File: config.mk
export PLATFORM = sky130hd
export DESIGN_NAME = uart_rx
export DESIGN_NICKNAME = d
export VERILOG_FILES = /design/src/rtl/uart_rx.sv
export SDC_FILE = /design/constraint.sdc
export NUM_CORES = 1
export LEC_CHECK = 0
export ABC_AREA = 1
export CORE_ASPECT_RATIO = 0.8
export CORE_MARGIN = 5
export CORE_UTILIZATION = 44
export DETAILED_ROUTE_END_ITERATION = 6
export MAX_ROUTING_LAYER = met4
export PLACE_DENSITY_LB_ADDON = 0.08
export RECOVER_POWER = 50
export SLEW_MARGIN = 10
export SYNTH_ARGS = -nofsm -noshare
export SYNTH_HDL_FRONTEND = slang
export SYNTH_SLANG_ARGS = --single-unit
File: constraint.sdc
create_clock -name clk -period 1.7 [get_ports clk]
set_input_delay 0.34 -clock clk [delete_from_list [all_inputs] [get_ports clk]]
set_output_delay 0.34 -clock clk [all_outputs]
set_load 0.05 [all_outputs]
File: src/rtl/uart_rx.sv
// uart_rx: oversampled serial receiver (start, DATA_WIDTH bits LSB first, stop)
// with glitch-rejecting start detection, an AXI-Stream output register, and
// one-cycle framing-error and overrun pulses.
module uart_rx #(
   parameter int DATA_WIDTH = 8,
   parameter int OVERSAMPLE = 16
) (
   input  logic                  clk,
   input  logic                  reset,
   input  logic                  clk_en,
   input  logic                  rxd,
   output logic [DATA_WIDTH-1:0] m_axis_tdata,
   output logic                  m_axis_tvalid,
   input  logic                  m_axis_tready,
   output logic                  frame_error,
   output logic                  overrun_error,
   output logic                  busy
);
   localparam int TW = $clog2(OVERSAMPLE);
   localparam int BW = (DATA_WIDTH > 1) ? $clog2(DATA_WIDTH) : 1;
   localparam logic [TW-1:0] TICK_MID  = TW'(OVERSAMPLE / 2 - 1);
   localparam logic [TW-1:0] TICK_LAST = TW'(OVERSAMPLE - 1);
   localparam logic [BW-1:0] BIT_LAST  = BW'(DATA_WIDTH - 1);

   typedef enum logic [1:0] {IDLE, START, DATA, STOP} state_t;

   state_t                state, state_n;
   logic [TW-1:0]         tick_cnt, tick_cnt_n;
   logic [BW-1:0]         bit_cnt, bit_cnt_n;
   logic                  armed, armed_n;
   logic [DATA_WIDTH-1:0] shreg, shreg_n;
   logic                  rxd_p0, rxd_p1, rxd_s;
   logic                  deliver, stop_bad;

   // Two-flop synchroniser; both stages idle high so reset looks like an idle line
   always_ff @(posedge clk or posedge reset) begin
      if (reset) begin
         rxd_p0 <= 1'b1;
         rxd_p1 <= 1'b1;
      end else begin
         rxd_p0 <= rxd;
         rxd_p1 <= rxd_p0;
      end
   end

   assign rxd_s = rxd_p1;
   assign busy  = (state != IDLE);

   // FSM state, tick/bit counters, arming flag and shift register
   always_ff @(posedge clk or posedge reset) begin
      if (reset) begin
         state    <= IDLE;
         tick_cnt <= '0;
         bit_cnt  <= '0;
         armed    <= 1'b0;
         shreg    <= '0;
      end else begin
         state    <= state_n;
         tick_cnt <= tick_cnt_n;
         bit_cnt  <= bit_cnt_n;
         armed    <= armed_n;
         shreg    <= shreg_n;
      end
   end

   // Next-state logic; everything advances only on an oversample tick
   always_comb begin
      state_n    = state;
      tick_cnt_n = tick_cnt;
      bit_cnt_n  = bit_cnt;
      armed_n    = armed;
      shreg_n    = shreg;
      deliver    = 1'b0;
      stop_bad   = 1'b0;
      if (clk_en) begin
         case (state)
            IDLE: begin
               // A start is only accepted after the line has been seen high,
               // so a break or a held-low line cannot retrigger reception.
               if (armed && !rxd_s) begin
                  state_n    = START;
                  tick_cnt_n = '0;
                  armed_n    = 1'b0;
               end else if (rxd_s) begin
                  armed_n = 1'b1;
               end
            end
            START: begin
               if (tick_cnt == TICK_MID) begin
                  tick_cnt_n = '0;
                  if (!rxd_s) begin
                     state_n   = DATA;
                     bit_cnt_n = '0;
                  end else begin
                     state_n = IDLE;   // line back high at mid-start: glitch
                  end
               end else begin
                  tick_cnt_n = tick_cnt + 1'b1;
               end
            end
            DATA: begin
               if (tick_cnt == TICK_LAST) begin
                  tick_cnt_n                 = '0;
                  shreg_n                    = shreg >> 1;
                  shreg_n[DATA_WIDTH-1]      = rxd_s;
                  if (bit_cnt == BIT_LAST) begin
                     state_n   = STOP;
                     bit_cnt_n = '0;
                  end else begin
                     bit_cnt_n = bit_cnt + 1'b1;
                  end
               end else begin
                  tick_cnt_n = tick_cnt + 1'b1;
               end
            end
            STOP: begin
               // Leave at mid-stop-bit to keep half a bit of resync margin
               if (tick_cnt == TICK_LAST) begin
                  tick_cnt_n = '0;
                  state_n    = IDLE;
                  deliver    = rxd_s;
                  stop_bad   = !rxd_s;
               end else begin
                  tick_cnt_n = tick_cnt + 1'b1;
               end
            end
            default: begin
               state_n    = IDLE;
               tick_cnt_n = '0;
            end
         endcase
      end
   end

   // Output register: delivery loads the word; a handshake frees it unless a
   // new word lands in the same cycle
   always_ff @(posedge clk or posedge reset) begin
      if (reset) begin
         m_axis_tdata  <= '0;
         m_axis_tvalid <= 1'b0;
         frame_error   <= 1'b0;
         overrun_error <= 1'b0;
      end else begin
         frame_error   <= stop_bad;
         overrun_error <= deliver & m_axis_tvalid & ~m_axis_tready;
         if (deliver) begin
            m_axis_tdata  <= shreg;
            m_axis_tvalid <= 1'b1;
         end else if (m_axis_tready) begin
            m_axis_tvalid <= 1'b0;
         end
      end
   end

endmodule

==> PnR_summary.wiki <==
{| class="wikitable"
! Metric !! Value
|-
| Result of the run || finished, final reports clean
|-
| Total non-filler cell area in the finished layout || 1670 sq um
|-
| Placement Rows || 18
|-
| Worst Hold Endpoint || rxd_p1
|-
| Final setup viols || 0
|-
| Number of buffers created by CTS || 5
|-
| Cell depth of the worst hold path || 0
|-
| Initial detailed-routing violation count || 69
|-
| Number of pins with negative max-slew slack in the final report || 0
|-
| Growth of design area from synthesis to finish || 19.9%
|-
| Portion of the post-synthesis area used by sequential elements || 56.0%
|-
| Most used standard cells in the synthesized netlist || 44 x nand2_1, 29 x dfrtp_1, 17 x inv_1, 11 x o21ai_1, 10 x nor2_1
|-
| Number of enable-type register cells in the synthesized netlist || 0
|-
| Critical path startpoint category || flip-flop
|-
| Post-detailed-route DRC marker count || 0
|-
| Total Die Area || 4390 sq um
|-
| Overall die height || 60.3 microns
|-
| First-pass GRT wire length || 4000 microns
|-
| Synth top area cells || dfrtp_1 52%, nand2_1 12%, o21ai_2 5.0%
|-
| Number of warnings reported in the yosys synthesis log || 0
|-
| Buffers added on ports || 16
|-
| Critical path class || reg -> out
|-
| Cell type with the highest aggregate area in the netlist || dfrtp_1
|-
| Post-DR wirelength/cell || 10.7 microns
|-
| Dpl cell area || 1570 sq um
|-
| R2r setup slk || 0.22 ns
|-
| Hold_sp || rxd_p0
|-
| Hold buffer count at CTS || 0
|-
| TritonCTS clock tree || done
|-
| Final global-route overflow total || 0
|-
| Gate count of the mapped netlist || between 150 and 200
|-
| Crit path DAT || 1.25 ns
|-
| Number of clock sinks seen by CTS || 31
|-
| Clock Pin Slew Worst Setup and Hold Paths || 0.06 ns
|-
| Fill cell instance count of the final layout || 302
|-
| Top_reg_cell synth || dfrtp_1
|-
| Io pins || 17
|-
| Via count || between 1k and 1.5k
|-
| Post-Syn Area per Cell || 9.20 sq um
|-
| Delay contributed by the slowest stage of the critical path || 0.49 ns
|-
| Vias in the first global route || ~900
|-
| Type of the tightest min-delay check || reg -> reg
|-
| Global Route Usage Sum || 12.8%
|-
| Antenna violations before repair || 0
|-
| Net count of the finished layout || 182
|-
| Leading cell type by number of instances after synthesis || nand2_1
|-
| Share of the synthesized area in the top cell type || roughly 52%
|-
| Setup repair after global routing missed its margin || false
|-
| Type of element capturing the critical path || output pin
|-
| Number of different library cells in the post-synthesis netlist || 24
|-
| Time the final worst path needs with I/O delays and setup || 1.59 ns
|-
| Relative slew slack || 50.2%
|-
| Pwr per Cell Area || about 1200 nW/um^2
|-
| Maximum clock frequency || 627 MHz
|-
| Root buffer cell || clkbuf_8
|-
| CTS Buffer Depth || 2
|-
| Period utilisation layout || 93.8%
|-
| Async set or reset register ratio after synthesis || 100%
|-
| H-Tree Level Count || 2
|-
| Slew @ Worst Pin || 0.747 ns
|-
| Pin count of the biggest net entering global routing || 32
|-
| Proportion of layout cells with a drive suffix above 1 || a little over a fifth
|-
| Worst-skew pair later-pin latency || 0.28 ns
|-
| Share of the core filled with cells || 54.4%
|-
| Critical register-to-register path endpoint || m_axis_tdata[7]
|-
| Post-detailed-routing wire length || 2290 microns
|-
| Cell with the biggest individual delay on the critical path || dfrtp_1
|-
| Worst Reg-to-Reg Cells || 7
|-
| Worst ir drop on vdd || 0.965 mV
|-
| Data required time of the worst path || 1.36 ns
|-
| Number of register bits inferred by synthesis || 31
|-
| Final count of hold timing violations || 0
|-
| Area of the placeable core || between 3000 and 4000 sq um
|-
| Number of nets produced by synthesis || 159
|-
| Max Cap Viol || 0
|-
| Start of the worst register-to-register path || tick_cnt[0]
|-
| Antenna Cells || 0
|-
| Half-perimeter wire length after detailed placement || 1640 microns
|-
| Worst path cell trace || nor2_2, inv_1, buf_12
|-
| Starting density of the core || 45.3%
|-
| Crit Path Max Fanout || 7
|-
| Gpl congestion || 0.840
|-
| Synth Cell Area || 1390 sq um
|-
| Static leakage power || 0.791 nW
|-
| Number of detailed-routing iterations run before antenna repair || 4
|-
| Clock skew after layout || 0.00377 ns
|-
| Horizontal die dimension || 72.8 microns
|-
| Post-route antenna net violation count || 0
|-
| Via density per instance || 4.72
|}
==> routing by layer <==
metal / wire [microns] / GRT usage [%]
met3: 148 / 4.87
met5: 0 / -
met1: 1160 / 17.0
met2: 937 / 16.6
met4: 47 / 7.11
==> metrics by stage <==
| step | std cells | hold WS, ns | total power, W | setup TNS, ns | setup slack, ns |
|---|---|---|---|---|---|
| finish | 215 | 0.356 | 0.00206 | 0 | 0.106 |
| global route | 215 | 0.364 | 0.00221 | 0 | 0.0107 |
| CTS | 213 | 0.358 | 0.00209 | 0 | 0.0239 |
| detailed placement | 205 | 0.349 | 0.00146 | -0.595 | -0.0838 |
| global placement | 205 | 0.347 | 0.00145 | -0.319 | -0.0420 |
| floorplan | 151 | 0.344 | 0.00130 | 0 | 0.316 |
==> worst max path at each step <==
stage,cells past startpoint,start,endpoint,slack [ns]
floorplan,7,flip-flop,armed,0.32
global placement,6,clk_en,m_axis_tdata[7],-0.04
detailed placement,6,clk_en,m_axis_tdata[4],-0.08
CTS,3,flip-flop,busy,0.02
global route,3,flip-flop,busy,0.01
finish,3,flip-flop,busy,0.11
==> report_power, final <==
group          switching [W]  leakage, nW  internal (W)
sequential          0.000108        0.417      0.000824
combinational       0.000319        0.322      0.000195
clock               0.000250       0.0515      0.000369
==> state kept, by name, indices dropped and copies added, names as in the netlist, named ones only <==
register / flops
overrun_error: 1
rxd_p0: 1
tick_cnt: 4
bit_cnt: 3
shreg: 8
state: 1
armed: 1
m_axis_tdata: 8
rxd_p1: 1
frame_error: 1
m_axis_tvalid: 1
==> repair_timing <==
action / in CTS / in global routing
buffers inserted: 0 / 2
setup endpoints to repair: 0 / 9
resized for setup: 0 / 1
==> critical path: cells and delay by family (launching register included) <==
family / cells / cell delay (ns)
buf+inv: 2 / 0.27
simple gates: 1 / 0.22
flops: 1 / 0.49
==> placed cells by master (no fill, tap or decap), types with 2 or more instances in the layout <==
cell type,netlist,routed
dlygate4sd3_1,0,2
dfstp_2,2,2
nand3_1,8,8
dfrtp_1,29,29
o21ai_2,8,8
inv_1,17,17
inv_2,4,4
a21oi_1,2,2
o21ai_1,11,11
clkbuf_8,0,7
ha_1,3,3
buf_4,1,9
clkdlybuf4s50_1,0,2
clkbuf_1,0,5
nor2_1,10,9
nand2_1,44,44
==> area by class of cell <==
cell class              instances  area (sq um)  share of cell area, %
repair buffers                 19           148                   8.87
inverters                      21          78.8                   4.73
well taps                      40          50.0                   3.01
clock buffers                   8           100                   6.01
multi-input cells              96           510                   30.7
flip-flops and latches         31           778                   46.7
==> logic make-up (layout without fill, tap and decap cells) <==
family,Yosys count,in the layout,share of synthesized area (%)
AOI/OAI and AO/OA,24,24,11.2
xor gates and xnor gates,1,1,0.631
adders and majority gates,3,3,2.70
buffers and inverters,24,48,7.39
DFF,31,31,56.0
and+or+nand+nor,68,68,22.1
Power figures use the tool's default switching activity.
